$ cat config.mk
export PLATFORM = sky130hd
export DESIGN_NAME = led_breather
export DESIGN_NICKNAME = d
export VERILOG_FILES = /design/src/rtl/led_breather_pkg.sv /design/src/rtl/led_breather_pwm_gen.sv /design/src/rtl/led_breather.sv
export SDC_FILE = /design/constraint.sdc
export NUM_CORES = 1
export LEC_CHECK = 0
export ABC_AREA = 1
export CELL_PAD_IN_SITES_DETAIL_PLACEMENT = 0
export CELL_PAD_IN_SITES_GLOBAL_PLACEMENT = 1
export CORE_ASPECT_RATIO = 1.2
export CORE_UTILIZATION = 47
export DETAILED_ROUTE_END_ITERATION = 8
export DONT_BUFFER_PORTS = 1
export PLACE_DENSITY = 0.89
export SLEW_MARGIN = 10
export SYNTH_ARGS = -nofsm -noshare
export SYNTH_HDL_FRONTEND = slang
export SYNTH_HIERARCHICAL = 1
export SYNTH_SLANG_ARGS = --single-unit
$ cat constraint.sdc
create_clock -name sysClk -period 1.8 [get_ports sysClk]
set_input_delay 0.18 -clock sysClk [delete_from_list [all_inputs] [get_ports sysClk]]
set_output_delay 0.18 -clock sysClk [all_outputs]
set_load 0.02 [all_outputs]
$ cat src/rtl/led_breather_pkg.sv
// -----------------------------------------------------------------------------
// led_breather_pkg
// Shared types and helpers for the LED breathing driver.
//   phase_t  : breathing sequence phase, encoded exactly as seen on the phase
//              output (0 UP, 1 HI_HOLD, 2 DOWN, 3 LO_HOLD).
//   stepDiv  : number of sysClk cycles per brightness step.
// -----------------------------------------------------------------------------
package led_breather_pkg;

    typedef enum logic [1:0] {
        UP      = 2'd0,
        HI_HOLD = 2'd1,
        DOWN    = 2'd2,
        LO_HOLD = 2'd3
    } phase_t;

    // Clock cycles per brightness step; callers keep the result >= 2 so the
    // prescaler always has at least one non-tick cycle.
    function automatic int stepDiv(input int clkHz, input int stepHz);
        return clkHz / stepHz;
    endfunction

endpackage

$ cat src/rtl/led_breather_pwm_gen.sv
// -----------------------------------------------------------------------------
// pwm_gen
// Free-running PWM counter plus compare stage for the LED pin.
// Ports:
//   sysClk  in   1         clock, rising edge
//   rstN    in   1         asynchronous active-low reset
//   en      in   1         LED enable; 0 forces the registered output low
//   duty    in   PWM_BITS  on-time in counter steps out of 2**PWM_BITS
//   led     out  1         registered PWM output
// The counter keeps running while en is low, so the PWM phase is tied only to
// the time since reset release.
// -----------------------------------------------------------------------------
module pwm_gen
    import led_breather_pkg::*;
#(
    parameter int PWM_BITS = 8
) (
    input  logic                sysClk,
    input  logic                rstN,
    input  logic                en,
    input  logic [PWM_BITS-1:0] duty,
    output logic                led
);

    logic [PWM_BITS-1:0] r_pwmCnt;
    logic                r_led;

    // Strict less-than: duty 0 never lights, full-scale duty stays dark for
    // one counter step per period.
    always_ff @(posedge sysClk or negedge rstN) begin
        if (!rstN) begin
            r_pwmCnt <= '0;
            r_led    <= 1'b0;
        end else begin
            r_pwmCnt <= r_pwmCnt + 1'b1;
            r_led    <= en & (r_pwmCnt < duty);
        end
    end

    assign led = r_led;

endmodule

$ cat src/rtl/led_breather.sv
// -----------------------------------------------------------------------------
// led_breather
// LED "breathing" driver: triangle brightness ramp (fade up, hold, fade down,
// hold) rendered as PWM on one LED pin.
// Ports:
//   sysClk     in   1         system clock, rising edge
//   rstN       in   1         asynchronous active-low reset
//   en         in   1         run enable; 0 freezes the sequence, blanks LED
//   led        out  1         registered PWM LED drive
//   level      out  PWM_BITS  current brightness
//   phase      out  2         0 UP, 1 HI_HOLD, 2 DOWN, 3 LO_HOLD
//   cycleDone  out  1         one-clock pulse when DOWN -> LO_HOLD is taken
// Build option:
//   LED_BREATHER_GAMMA_EN  defined   : duty = (level*level) >> PWM_BITS,
//                                      registered (one cycle of duty lag)
//                          undefined : duty = level
// -----------------------------------------------------------------------------
module led_breather
    import led_breather_pkg::*;
#(
    parameter int CLK_HZ     = 100_000_000,
    parameter int STEP_HZ    = 1_000,
    parameter int PWM_BITS   = 8,
    parameter int HOLD_STEPS = 64
) (
    input  logic                sysClk,
    input  logic                rstN,
    input  logic                en,
    output logic                led,
    output logic [PWM_BITS-1:0] level,
    output logic [1:0]          phase,
    output logic                cycleDone
);

    localparam int STEP_DIV = stepDiv(CLK_HZ, STEP_HZ);
    localparam int PS_W     = (STEP_DIV > 1) ? $clog2(STEP_DIV) : 1;
    localparam int HC_W     = $clog2(HOLD_STEPS + 1);

    localparam logic [PS_W-1:0]     PS_LAST = PS_W'(STEP_DIV - 1);
    localparam logic [HC_W-1:0]     HC_LAST = HC_W'(HOLD_STEPS);
    localparam logic [PWM_BITS-1:0] LMAX    = '1;

    logic [PS_W-1:0]     r_presc;
    logic [HC_W-1:0]     r_holdCnt;
    logic [PWM_BITS-1:0] r_level;
    phase_t              r_phase;
    logic                r_cycleDone;

    logic                w_tick;
    logic [PWM_BITS-1:0] w_levelInc;
    logic [PWM_BITS-1:0] w_levelDec;
    logic [HC_W-1:0]     w_holdInc;
    logic [PWM_BITS-1:0] w_duty;

    assign w_tick     = en & (r_presc == PS_LAST);
    assign w_levelInc = r_level + 1'b1;
    assign w_levelDec = r_level - 1'b1;
    assign w_holdInc  = r_holdCnt + 1'b1;

    // Step prescaler. Clearing it whenever en is low means a resumed sequence
    // always waits a full STEP_DIV enabled clocks for its next step, and a
    // tick can never coincide with en low.
    always_ff @(posedge sysClk or negedge rstN) begin
        if (!rstN) begin
            r_presc <= '0;
        end else if (!en || w_tick) begin
            r_presc <= '0;
        end else begin
            r_presc <= r_presc + 1'b1;
        end
    end

    // Breathing sequencer. Phase changes are decided on the post-step value,
    // so level saturates at LMAX/0 without explicit clamping. Since nothing
    // moves without a tick, dropping en freezes level, phase and holdCnt.
    always_ff @(posedge sysClk or negedge rstN) begin
        if (!rstN) begin
            r_phase     <= UP;
            r_level     <= '0;
            r_holdCnt   <= '0;
            r_cycleDone <= 1'b0;
        end else begin
            r_cycleDone <= 1'b0;
            if (w_tick) begin
                case (r_phase)
                    UP: begin
                        r_level <= w_levelInc;
                        if (w_levelInc == LMAX) begin
                            r_phase   <= HI_HOLD;
                            r_holdCnt <= '0;
                        end
                    end
                    HI_HOLD: begin
                        r_holdCnt <= w_holdInc;
                        if (w_holdInc == HC_LAST) begin
                            r_phase <= DOWN;
                        end
                    end
                    DOWN: begin
                        r_level <= w_levelDec;
                        if (w_levelDec == '0) begin
                            r_phase     <= LO_HOLD;
                            r_holdCnt   <= '0;
                            r_cycleDone <= 1'b1;
                        end
                    end
                    LO_HOLD: begin
                        r_holdCnt <= w_holdInc;
                        if (w_holdInc == HC_LAST) begin
                            r_phase <= UP;
                        end
                    end
                    default: begin
                        r_phase <= UP;
                    end
                endcase
            end
        end
    end

`ifdef LED_BREATHER_GAMMA_EN
    // Squared brightness keeps the upper half of level*level, giving a
    // perceptually even fade; registered to keep the multiplier off the
    // compare path.
    logic [2*PWM_BITS-1:0] w_square;
    logic [PWM_BITS-1:0]   r_duty;

    assign w_square = r_level * r_level;

    always_ff @(posedge sysClk or negedge rstN) begin
        if (!rstN) begin
            r_duty <= '0;
        end else begin
            r_duty <= w_square[2*PWM_BITS-1:PWM_BITS];
        end
    end

    assign w_duty = r_duty;
`else
    assign w_duty = r_level;
`endif

    pwm_gen #(
        .PWM_BITS (PWM_BITS)
    ) u_pwm (
        .sysClk (sysClk),
        .rstN   (rstN),
        .en     (en),
        .duty   (w_duty),
        .led    (led)
    );

    assign level     = r_level;
    assign phase     = r_phase;
    assign cycleDone = r_cycleDone;

endmodule

==> results of run 1 <==
how the worst max path moves through the flow:
stage,endpoint
finish,r_holdCnt[6]
global route,r_holdCnt[6]
CTS,r_holdCnt[0]
detailed placement,r_holdCnt[1]
global placement,r_holdCnt[4]
floorplan,phase[0]
critical path, delay by kind of cell, from the launching register on:
| kind | cells | cell delay, ps |
|---|---|---|
| AND/OR/NAND/NOR | 7 | 740 |
| buffers and inverters | 1 | 180 |
| AO/OA/AOI/OAI | 2 | 320 |
| flip-flops | 1 | 420 |
layout by cell type, fill, tap and decap left out, types with 3 or more instances in the layout:
master,instances
nand2_2,5
nand2_4,4
xor2_1,11
ha_1,14
clkbuf_8,5
o21ai_1,8
buf_4,26
dfrtp_1,42
nand4_1,17
nor2_2,6
o21ai_0,15
nor3_1,11
nor2_4,5
nor2_1,37
inv_2,10
inv_1,47
nor4_1,4
nand3_1,25
nand3_2,4
ha_4,3
nand2_1,90
a21oi_1,10
xnor2_1,4
registers in the layout, summed over array words and instances, names as in the netlist:
signal          count
r_holdCnt           7
phase               2
level               8
u_pwm/led           1
u_pwm/r_pwmCnt      8
r_presc            17
cycleDone           1
report_power, final:
group / internal (mW) / switching, mW
clock: 0.411 / 0.377
sequential: 0.994 / 0.00796
combinational: 0.0204 / 0.0356
total: 1.43 / 0.421
logic make-up (layout without fill, tap and decap cells):
family / Yosys count / count (layout)
xor gates and xnor gates: 15 / 15
adders and majority gates: 18 / 18
buffers and inverters: 63 / 97
AOI/OAI and AO/OA: 36 / 36
DFF: 44 / 44
and+or+nand+nor: 219 / 220
repair_timing:
item                                    4_1_cts  5_1_grt
endpoints found under the setup margin        0       22
gates resized for setup                       0       40
buffers inserted                              0        7
hold endpoints to repair                     44        0
hold buffers                                  2        0
per-layer routing:
layer,global-route usage,vias to the layer above,wire [um]
met2,0.389,55,3520
met5,0,-,0
met1,0.250,1255,3010
met3,0.0387,16,223
met4,0.0840,0,176
li1,-,1347,-
stage by stage:
stage          hold slack [ps]  area (um^2)  total power [mW]  setup slack [ps]
6_report                   111         3540              1.85              20.1
5_1_grt                    124         3540              1.91              -103
4_1_cts                   52.4         3330              1.86             0.778
3_5_place_dp              -115         3180              1.04              13.8
3_3_place_gp              -115         3180              1.04              53.6
2_1_floorplan             -116         2960              1.04              18.2
layout make-up:
cell class	count	area share
Clock inverter	3	0.0120
Inverter	59	0.0636
Sequential cell	44	0.312
Multi-Input combinational cell	289	0.492
Clock buffer	5	0.0194
Tap cell	82	0.0290
Timing Repair Buffer	30	0.0721
==> impl_metrics.py, run 1 <==
metrics = {
    "status": {
        "status": "finished clean",
    },
    "yosys": {
        "synth_nets": 416,
        "synth_xor_area_frac": 0.0444,
        "syn-cell-area_um2": 2960,
        "synthArstFlopShare": 1.00,
        "synth_top_family_by_area": "simple AND/OR/NAND/NOR gates",
        "synth_edf_count": 0,
        "avgSynthCellArea_um2": 7.49,
        "synth-compound-area-share": 0.0647,
        "ys_seq_area_frac": 0.372,
        "muxShareOfSynthArea": 0,
        "yosys_warnings": 6,
        "syn_inst": 395,
        "synth-simple-area-share": 0.356,
        "synth_seq_cells": 44,
        "synth_adder_area_share": 0.0762,
        "yosysTopAreaCell": "dfrtp_1",
        "yosysTopAreaCellShare": 0.372,
        "synthTopCellsByCount": "94 x nand2_1, 50 x inv_1, 44 x dfrtp_1, 44 x nor2_1, 27 x nand3_1",
        "synth_cell_types": 32,
        "synthFlopType": "dfrtp_1",
        "synth_most_common_cell": "nand2_1",
        "synth_area_leaders": "dfrtp_1 37%, nand2_1 12%, ha_1 7.6%",
    },
    "timing": {
        "slew_viol_final": 0,
        "fin_skew_ps": 11.4,
        "fin_crit_ps": 1780,
        "setup_tns_ps": 0,
        "tightest_slew_ps": 352,
        "rsz0062_at_grt": "yes",
        "slew_headroom": 0.765,
        "finalCritPeriodShare": 0.989,
        "hold_viol": 0,
        "finalSetupViolations": 0,
        "fmax_ghz": 0.562,
    },
    "detailed_routing": {
        "num_vias": 2673,
        "ant_nets": 0,
        "drt_iter0_drc": 127,
        "wl_um": 6930,
        "via_per_inst": 5.22,
        "first_pass_iters": 4,
        "drc": 0,
        "wire_per_inst_um": 13.5,
    },
    "power_and_ir_drop": {
        "pwr_density_cell_nw_per_um2": 522,
        "ir_drop_mv": 0.326,
        "p_leak_nw": 1.63,
    },
    "global_route": {
        "grt_pass1_wl_um": 10900,
        "grt_use_total": 0.216,
        "grt_max_degree": 45,
        "overflow": 0,
        "antenna_found_initial": 0,
        "grt_pass1_vias": 2542,
    },
    "critical_path": {
        "start_kind": "flip-flop",
        "cp-end-kind": "flip-flop",
        "r2r_start": "level[1]",
        "crit_type": "flip-flop to flip-flop",
        "r2r_setup_slack_ps": 20,
        "cp-startpoint": "level[1]",
        "worstPathCellList": "buf_6 > nand2_2 > nor2_4 > nand4_1 > nand2_2 > nand3_4 > a21oi_4 > nand2_4 > nand2_1 > o21ai_1",
        "slowest_stage": "dfrtp_1",
        "crit_fanout": 5,
        "cp_data_required_time_ps": 1990,
        "cp_common_cell": "nand2_2",
        "r2r-end": "r_holdCnt[6]",
        "reg2reg_depth": 10,
        "cpPeakStageDelay_ps": 420,
        "cp.arrival_ps": 1970,
    },
    "placement": {
        "dp_hpwl_um": 5010,
        "placedCellCount": 494,
        "portBuffers": 0,
        "gp_congestion": 0.939,
    },
    "run": {
        "max_cap_violations": 0,
    },
    "floorplanning": {
        "die_h_um": 88.9,
        "core_area_um2": 6050,
        "chipWidth_um": 74.4,
        "die_area_um2": 6610,
        "start_util": 0.489,
        "num_rows": 31,
        "io_pins": 15,
    },
    "clocking": {
        "root_buffer": "clkbuf_8",
        "cts_tree": "done",
        "clock_latency_ps": 310,
        "clock_sinks": 44,
        "clockBufferDepth": 2,
        "cts_buffers": 5,
        "cts-htree-levels": 2,
        "clkTransAtPathRegs_ps": 100,
    },
    "worst_hold_path": {
        "hold_start": "en",
        "whs_endpoint": "level[4]",
        "hp-class": "primary input to flip-flop",
        "hold_path_depth": 2,
    },
    "layout": {
        "fin_nets": 450,
        "fillers": 570,
        "postLayoutCoreUtil": 0.585,
        "layout.area.seq_um2": 1100,
        "drive_gt1_frac": 0.212,
        "n_antenna_cell": 0,
        "multi_input_comb_area_um2": 1740,
        "syn2layout_area_growth_pct": 19.7,
        "final_cells": 512,
    },
}
Note: power is estimated with default switching activity, not from simulation.
==> run 2: changes to the inputs <==
CORE_UTILIZATION = 51   (was 47)
PLACE_DENSITY = 0.95   (was 0.89)
clock period = 2.1 ns   (was 1.8 ns; I/O delays follow)
==> impl_metrics.py, run 2 (same netlist as run 1, synthesis figures left out) <==
metrics = {
    "status": {
        "status": "finished clean",
    },
    "detailed_routing": {
        "ant_nets": 0,
        "via_per_inst": 5.32,
        "topRoutingLayerUsed": "met4",
        "first_pass_iters": 4,
        "met2_length_um": 3060,
        "met1Wirelength_um": 2800,
        "routed-wl-met3_um": 237,
        "num_vias": 2515,
        "drt_iter0_drc": 118,
        "wl_um": 6210,
        "drc": 0,
        "wire_per_inst_um": 13.1,
    },
    "global_route": {
        "grt_pass1_wl_um": 10800,
        "antenna_found_initial": 0,
        "grt_use_total": 0.227,
        "overflow": 0,
        "grt_pass1_vias": 2411,
        "grt_max_degree": 45,
    },
    "clocking": {
        "clkTransAtPathRegs_ps": 90,
        "root_buffer": "clkbuf_8",
        "clock_sinks": 44,
        "cts-hold-fix-buffers": 2,
        "cts_setup_buffers": 0,
        "cts_tree": "done",
        "cts-htree-levels": 2,
        "clock_latency_ps": 310,
        "cts_buffers": 5,
        "ctsResizeCount": 0,
        "clockBufferDepth": 2,
    },
    "critical_path": {
        "r2r-end": "r_holdCnt[1]",
        "slowest_stage": "dfrtp_1",
        "cp-startpoint": "level[1]",
        "cp-end-kind": "flip-flop",
        "cp_data_required_time_ps": 2290,
        "cp.arrival_ps": 2030,
        "cp_common_cell": "nand2_1",
        "r2r_start": "level[1]",
        "worstPathCellList": "inv_1 > ha_1 > or2_1 > nand2_1 > nor2_1 > nand2_1 > nor2_1 > nand2_1 > nand2_4 > nand2_4 > nand2_1 > o21ai_1",
        "crit_fanout": 10,
        "reg2reg_depth": 12,
        "cp_top_family": "simple AND/OR/NAND/NOR gates",
        "path_depth": 12,
        "cpPeakStageDelay_ps": 440,
        "start_kind": "flip-flop",
        "crit_type": "flip-flop to flip-flop",
        "crit_buf_inv": 1,
        "r2r_setup_slack_ps": 260,
        "crit_end": "r_holdCnt[1]",
    },
    "timing": {
        "slew_headroom": 0.681,
        "fmax_ghz": 0.544,
        "setup_tns_ps": 0,
        "fin_skew_ps": 13.4,
        "finalCritPeriodShare": 0.875,
        "hold_viol": 0,
        "rsz0062_at_grt": "no",
        "finalSetupViolations": 0,
        "slew_viol_final": 0,
        "tightest_slew_ps": 479,
        "worst_slack_ps": 262,
        "fin_crit_ps": 1840,
    },
    "layout": {
        "final_cell_mix": "94 x nand2_1, 50 x inv_1, 44 x nor2_1, 44 x dfrtp_1, 27 x nand3_1",
        "final_common_cell": "nand2_1",
        "syn2layout_area_growth_pct": 8.84,
        "fin_nets": 429,
        "n_antenna_cell": 0,
        "postLayoutCoreUtil": 0.572,
        "largest_reg_flops": 17,
        "drive_gt1_frac": 0.108,
        "layout.area.seq_um2": 1100,
        "fillers": 533,
        "largest-register": "r_presc",
        "multi_input_comb_area_um2": 1600,
        "stdcell_area_um2": 3220,
    },
    "floorplanning": {
        "die_area_um2": 6110,
        "start_util": 0.525,
        "chipWidth_um": 71.5,
        "io_pins": 15,
        "num_rows": 30,
        "core_area_um2": 5630,
        "die_h_um": 85.4,
    },
    "power_and_ir_drop": {
        "p_leak_nw": 1.52,
        "pwr_density_cell_nw_per_um2": 488,
        "ir_drop_mv": 0.370,
    },
    "placement": {
        "portBuffers": 0,
        "dp_hpwl_um": 4700,
        "dpl_worst_slack_ps": 300,
        "placed_cell_area_um2": 3060,
        "gp_congestion": 0.849,
    },
    "worst_hold_path": {
        "hp-class": "primary input to flip-flop",
    },
    "run": {
        "max_cap_violations": 0,
    },
}
[run 2: layout make-up]
| cell class | instances | area share |
|---|---|---|
| Multi-Input combinational cell | 288 | 0.497 |
| Timing Repair Buffer | 10 | 0.0303 |
| Inverter | 59 | 0.0692 |
| Tap cell | 64 | 0.0249 |
| Clock buffer | 5 | 0.0214 |
| Sequential cell | 44 | 0.342 |
| Clock inverter | 3 | 0.0148 |
[run 2: per-stage QoR]
stage | power [mW] | instances | hold slack, ps
after global placement | 0.892 | 463 | -84.7
after floorplan | 0.888 | 395 | -85.6
after detailed placement | 0.892 | 463 | -84.5
after CTS | 1.59 | 473 | 89.6
after global routing | 1.63 | 473 | 90.9
final | 1.57 | 473 | 98.4
[run 2: power by group]
group / switching, mW / internal (mW) / total [mW] / leakage, nW
logic: 0.0289 / 0.0134 / 0.0423 / 0.891
registers: 0.00492 / 0.852 / 0.857 / 0.569
clock network: 0.314 / 0.359 / 0.672 / 0.0583
total: 0.347 / 1.22 / 1.57 / 1.52
[run 2: layer usage]
metal | track usage | vias to the layer above
met2 | 0.400 | 32
met4 | 0.0749 | 0
met1 | 0.272 | 1164
met3 | 0.0499 | 11
li1 | - | 1308
met5 | 0 | -
[run 2: worst min path at each step]
stage,from,end,slack (ps),depth (start not counted)
final,en,cycleDone,100,2
after global routing,en,cycleDone,90,2
after CTS,en,cycleDone,90,2
after detailed placement,rstN,u_pwm/r_pwmCnt[6],-80,0
after global placement,rstN,u_pwm/r_pwmCnt[6],-80,0
after floorplan,rstN,cycleDone,-90,0
==> run 3: changes to the inputs <==
ABC_AREA = 0   (was 1)
CORE_UTILIZATION = 55   (was 51)
CTS_BUF_LIST = sky130_fd_sc_hd__clkbuf_8   (was default)
==> impl_metrics.py, run 3 <==
metrics = {
    "yosys": {
        "synth_nets": 297,
        "yosysTopAreaCellShare": 0.416,
        "synthTopCellsByCount": "44 x dfrtp_1, 32 x nor2_1, 19 x nand2_1",
        "yosysTopAreaCell": "dfrtp_1",
        "synthArstFlopShare": 1.00,
        "ys_seq_area_frac": 0.416,
        "synth_cell_types": 52,
        "synth_most_common_cell": "dfrtp_1",
        "avgSynthCellArea_um2": 9.58,
        "synth_seq_cells": 44,
        "synth_area_leaders": "dfrtp_1 42%, ha_1 8.5%, xnor2_1 5.6%",
        "synth_edf_count": 0,
        "yosys_warnings": 6,
        "synthFlopType": "dfrtp_1",
        "syn_inst": 276,
        "syn-cell-area_um2": 2650,
    },
    "timing": {
        "fmax_ghz": 0.432,
        "fin_crit_ps": 2320,
        "tightest_slew_ps": 480,
        "slew_viol_final": 0,
        "hold_ws_ps": 39.6,
        "fin_skew_ps": 10.8,
        "hold_viol": 0,
        "rsz0062_at_grt": "yes",
        "slew_headroom": 0.679,
        "finalSetupViolations": 14,
        "setup_tns_ps": -1950,
        "finalCritPeriodShare": 1.10,
        "worst_slack_ps": -216,
    },
    "global_route": {
        "met1_usage": 0.300,
        "grt-busiest-layer": "met2",
        "grt_use_met2": 0.445,
        "grt_use_met3": 0.0500,
        "grt_pass1_wl_um": 9870,
        "antenna_found_initial": 0,
        "overflow": 0,
        "grt_use_total": 0.254,
        "grt_max_degree": 45,
        "grt_pass1_vias": 2203,
    },
    "layout": {
        "fin_nets": 358,
        "final_common_cell": "buf_4",
        "fillers": 351,
        "stdcell_area_um2": 3430,
        "final_cell_mix": "55 x buf_4, 40 x dfrtp_1, 31 x nor2_1",
        "syn2layout_area_growth_pct": 29.6,
        "largest_reg_flops": 17,
        "final_cells": 396,
        "drive_gt1_frac": 0.308,
        "largest-register": "r_presc",
        "postLayoutCoreUtil": 0.746,
        "n_antenna_cell": 0,
    },
    "critical_path": {
        "worstPathCellList": "or4b_4 > nor4_4 > nand2_1 > or3b_4 > buf_6 > or2_4 > o21ai_1",
        "crit_fanout": 7,
        "cp_top_family": "simple AND/OR/NAND/NOR gates",
        "r2r_setup_slack_ps": -220,
        "cp-end-kind": "flip-flop",
        "crit_type": "flip-flop to flip-flop",
        "slowest_stage": "or4b_4",
        "start_kind": "flip-flop",
        "cp_data_required_time_ps": 2330,
        "crit_buf_inv": 1,
        "cp.arrival_ps": 2540,
        "cpPeakStageDelay_ps": 540,
    },
    "floorplanning": {
        "chipWidth_um": 65.3,
        "num_rows": 27,
        "die_area_um2": 5090,
        "io_pins": 15,
        "core_area_um2": 4590,
        "start_util": 0.576,
        "die_h_um": 78.0,
    },
    "clocking": {
        "root_buffer": "clkbuf_8",
        "clock_latency_ps": 300,
        "clockBufferDepth": 2,
        "cts-htree-levels": 2,
        "clkTransAtPathRegs_ps": 80,
        "clock_sinks": 44,
        "cts_tree": "done",
        "cts_buffers": 5,
    },
    "placement": {
        "dp_hpwl_um": 4300,
        "dpl_worst_slack_ps": -270,
        "placed_cell_area_um2": 3150,
        "portBuffers": 0,
        "placedCellCount": 381,
        "gp_congestion": 0.825,
    },
    "detailed_routing": {
        "drt_iter0_drc": 182,
        "via_per_inst": 5.68,
        "drc": 0,
        "wl_um": 6110,
        "ant_nets": 0,
        "first_pass_iters": 4,
        "wire_per_inst_um": 15.4,
        "num_vias": 2251,
    },
    "power_and_ir_drop": {
        "p_leak_nw": 1.55,
        "ir_drop_mv": 0.453,
        "pwr_density_cell_nw_per_um2": 454,
        "total_power_mw": 1.55,
    },
    "status": {
        "violations": "setup timing",
        "status": "finished, violations left",
    },
    "run": {
        "max_cap_violations": 0,
    },
    "worst_hold_path": {
        "hp-class": "primary input to flip-flop",
    },
}
run 3: cell types whose count changed in the layout (fill, tap and decap cells not counted), moves of 9 or more:
cell / delta
a21oi_1: -9
buf_4: +47
inv_1: -34
nand2_1: -76
nand3_1: -17
nor2_1: -13
o21ai_0: -10
xnor2_1: +12
run 3: worst register-to-register path, stage by stage, from the launching register on:
cell and delay [ps]:
dfrtp_1 400, or4b_4 540, nor4_4 270, nand2_1 100, or3b_4 410, buf_6 150
or2_4 250, o21ai_1 130
run 3: per-layer routing:
layer,wire length (um),vias up,part of all wire
met4,111,0,0.018
met5,0,-,0
met1,2520,1105,0.41
li1,-,1086,-
met3,238,12,0.039
met2,3240,48,0.53
run 3: layout make-up:
cell class,instances,area [um^2],share of cell area
clock inverter,3,42.5,0.0124
timing repair buffer,63,519,0.151
sequential,44,1110,0.323
tap,58,72.6,0.0212
clock buffer,5,68.8,0.0201
multi-input combinational,205,1550,0.453
inverter,18,67.6,0.0197
run 3: cell families after synthesis:
kind of cell / count (synthesis) / share of synthesized area
and+or+nand+nor: 114 / 0.238
DFF: 44 / 0.416
AOI/OAI and AO/OA: 37 / 0.0979
xor gates and xnor gates: 34 / 0.113
buffers and inverters: 27 / 0.0421
adders and majority gates: 18 / 0.0851
muxes: 2 / 0.00804
run 3: report_power, final:
| group | internal (mW) | leakage [nW] | switching [mW] |
|---|---|---|---|
| logic | 0.0181 | 0.914 | 0.0308 |
| clock network | 0.352 | 0.0541 | 0.301 |
| registers | 0.851 | 0.578 | 0.00252 |
run 3: path summary, 6_finish.rpt:
check | endpoint | start | depth (start not counted)
max in group asynchronous | r_presc[11] | rstN | 2
max reg2reg | r_holdCnt[3] | r_presc[8] | 7
min | r_presc[4] | en | 1
min reg2reg | u_pwm/r_pwmCnt[7] | u_pwm/r_pwmCnt[7] | 1
min in group asynchronous | level[2] | rstN | 2
max | r_holdCnt[3] | r_presc[8] | 7
run 3: timing repair:
action	in CTS	in global routing
hold buffers	2	0
resized for setup	12	12
endpoints found under the setup margin	9	16
pin swaps	5	3
endpoints found under the hold margin	44	0
buffers inserted	3	2
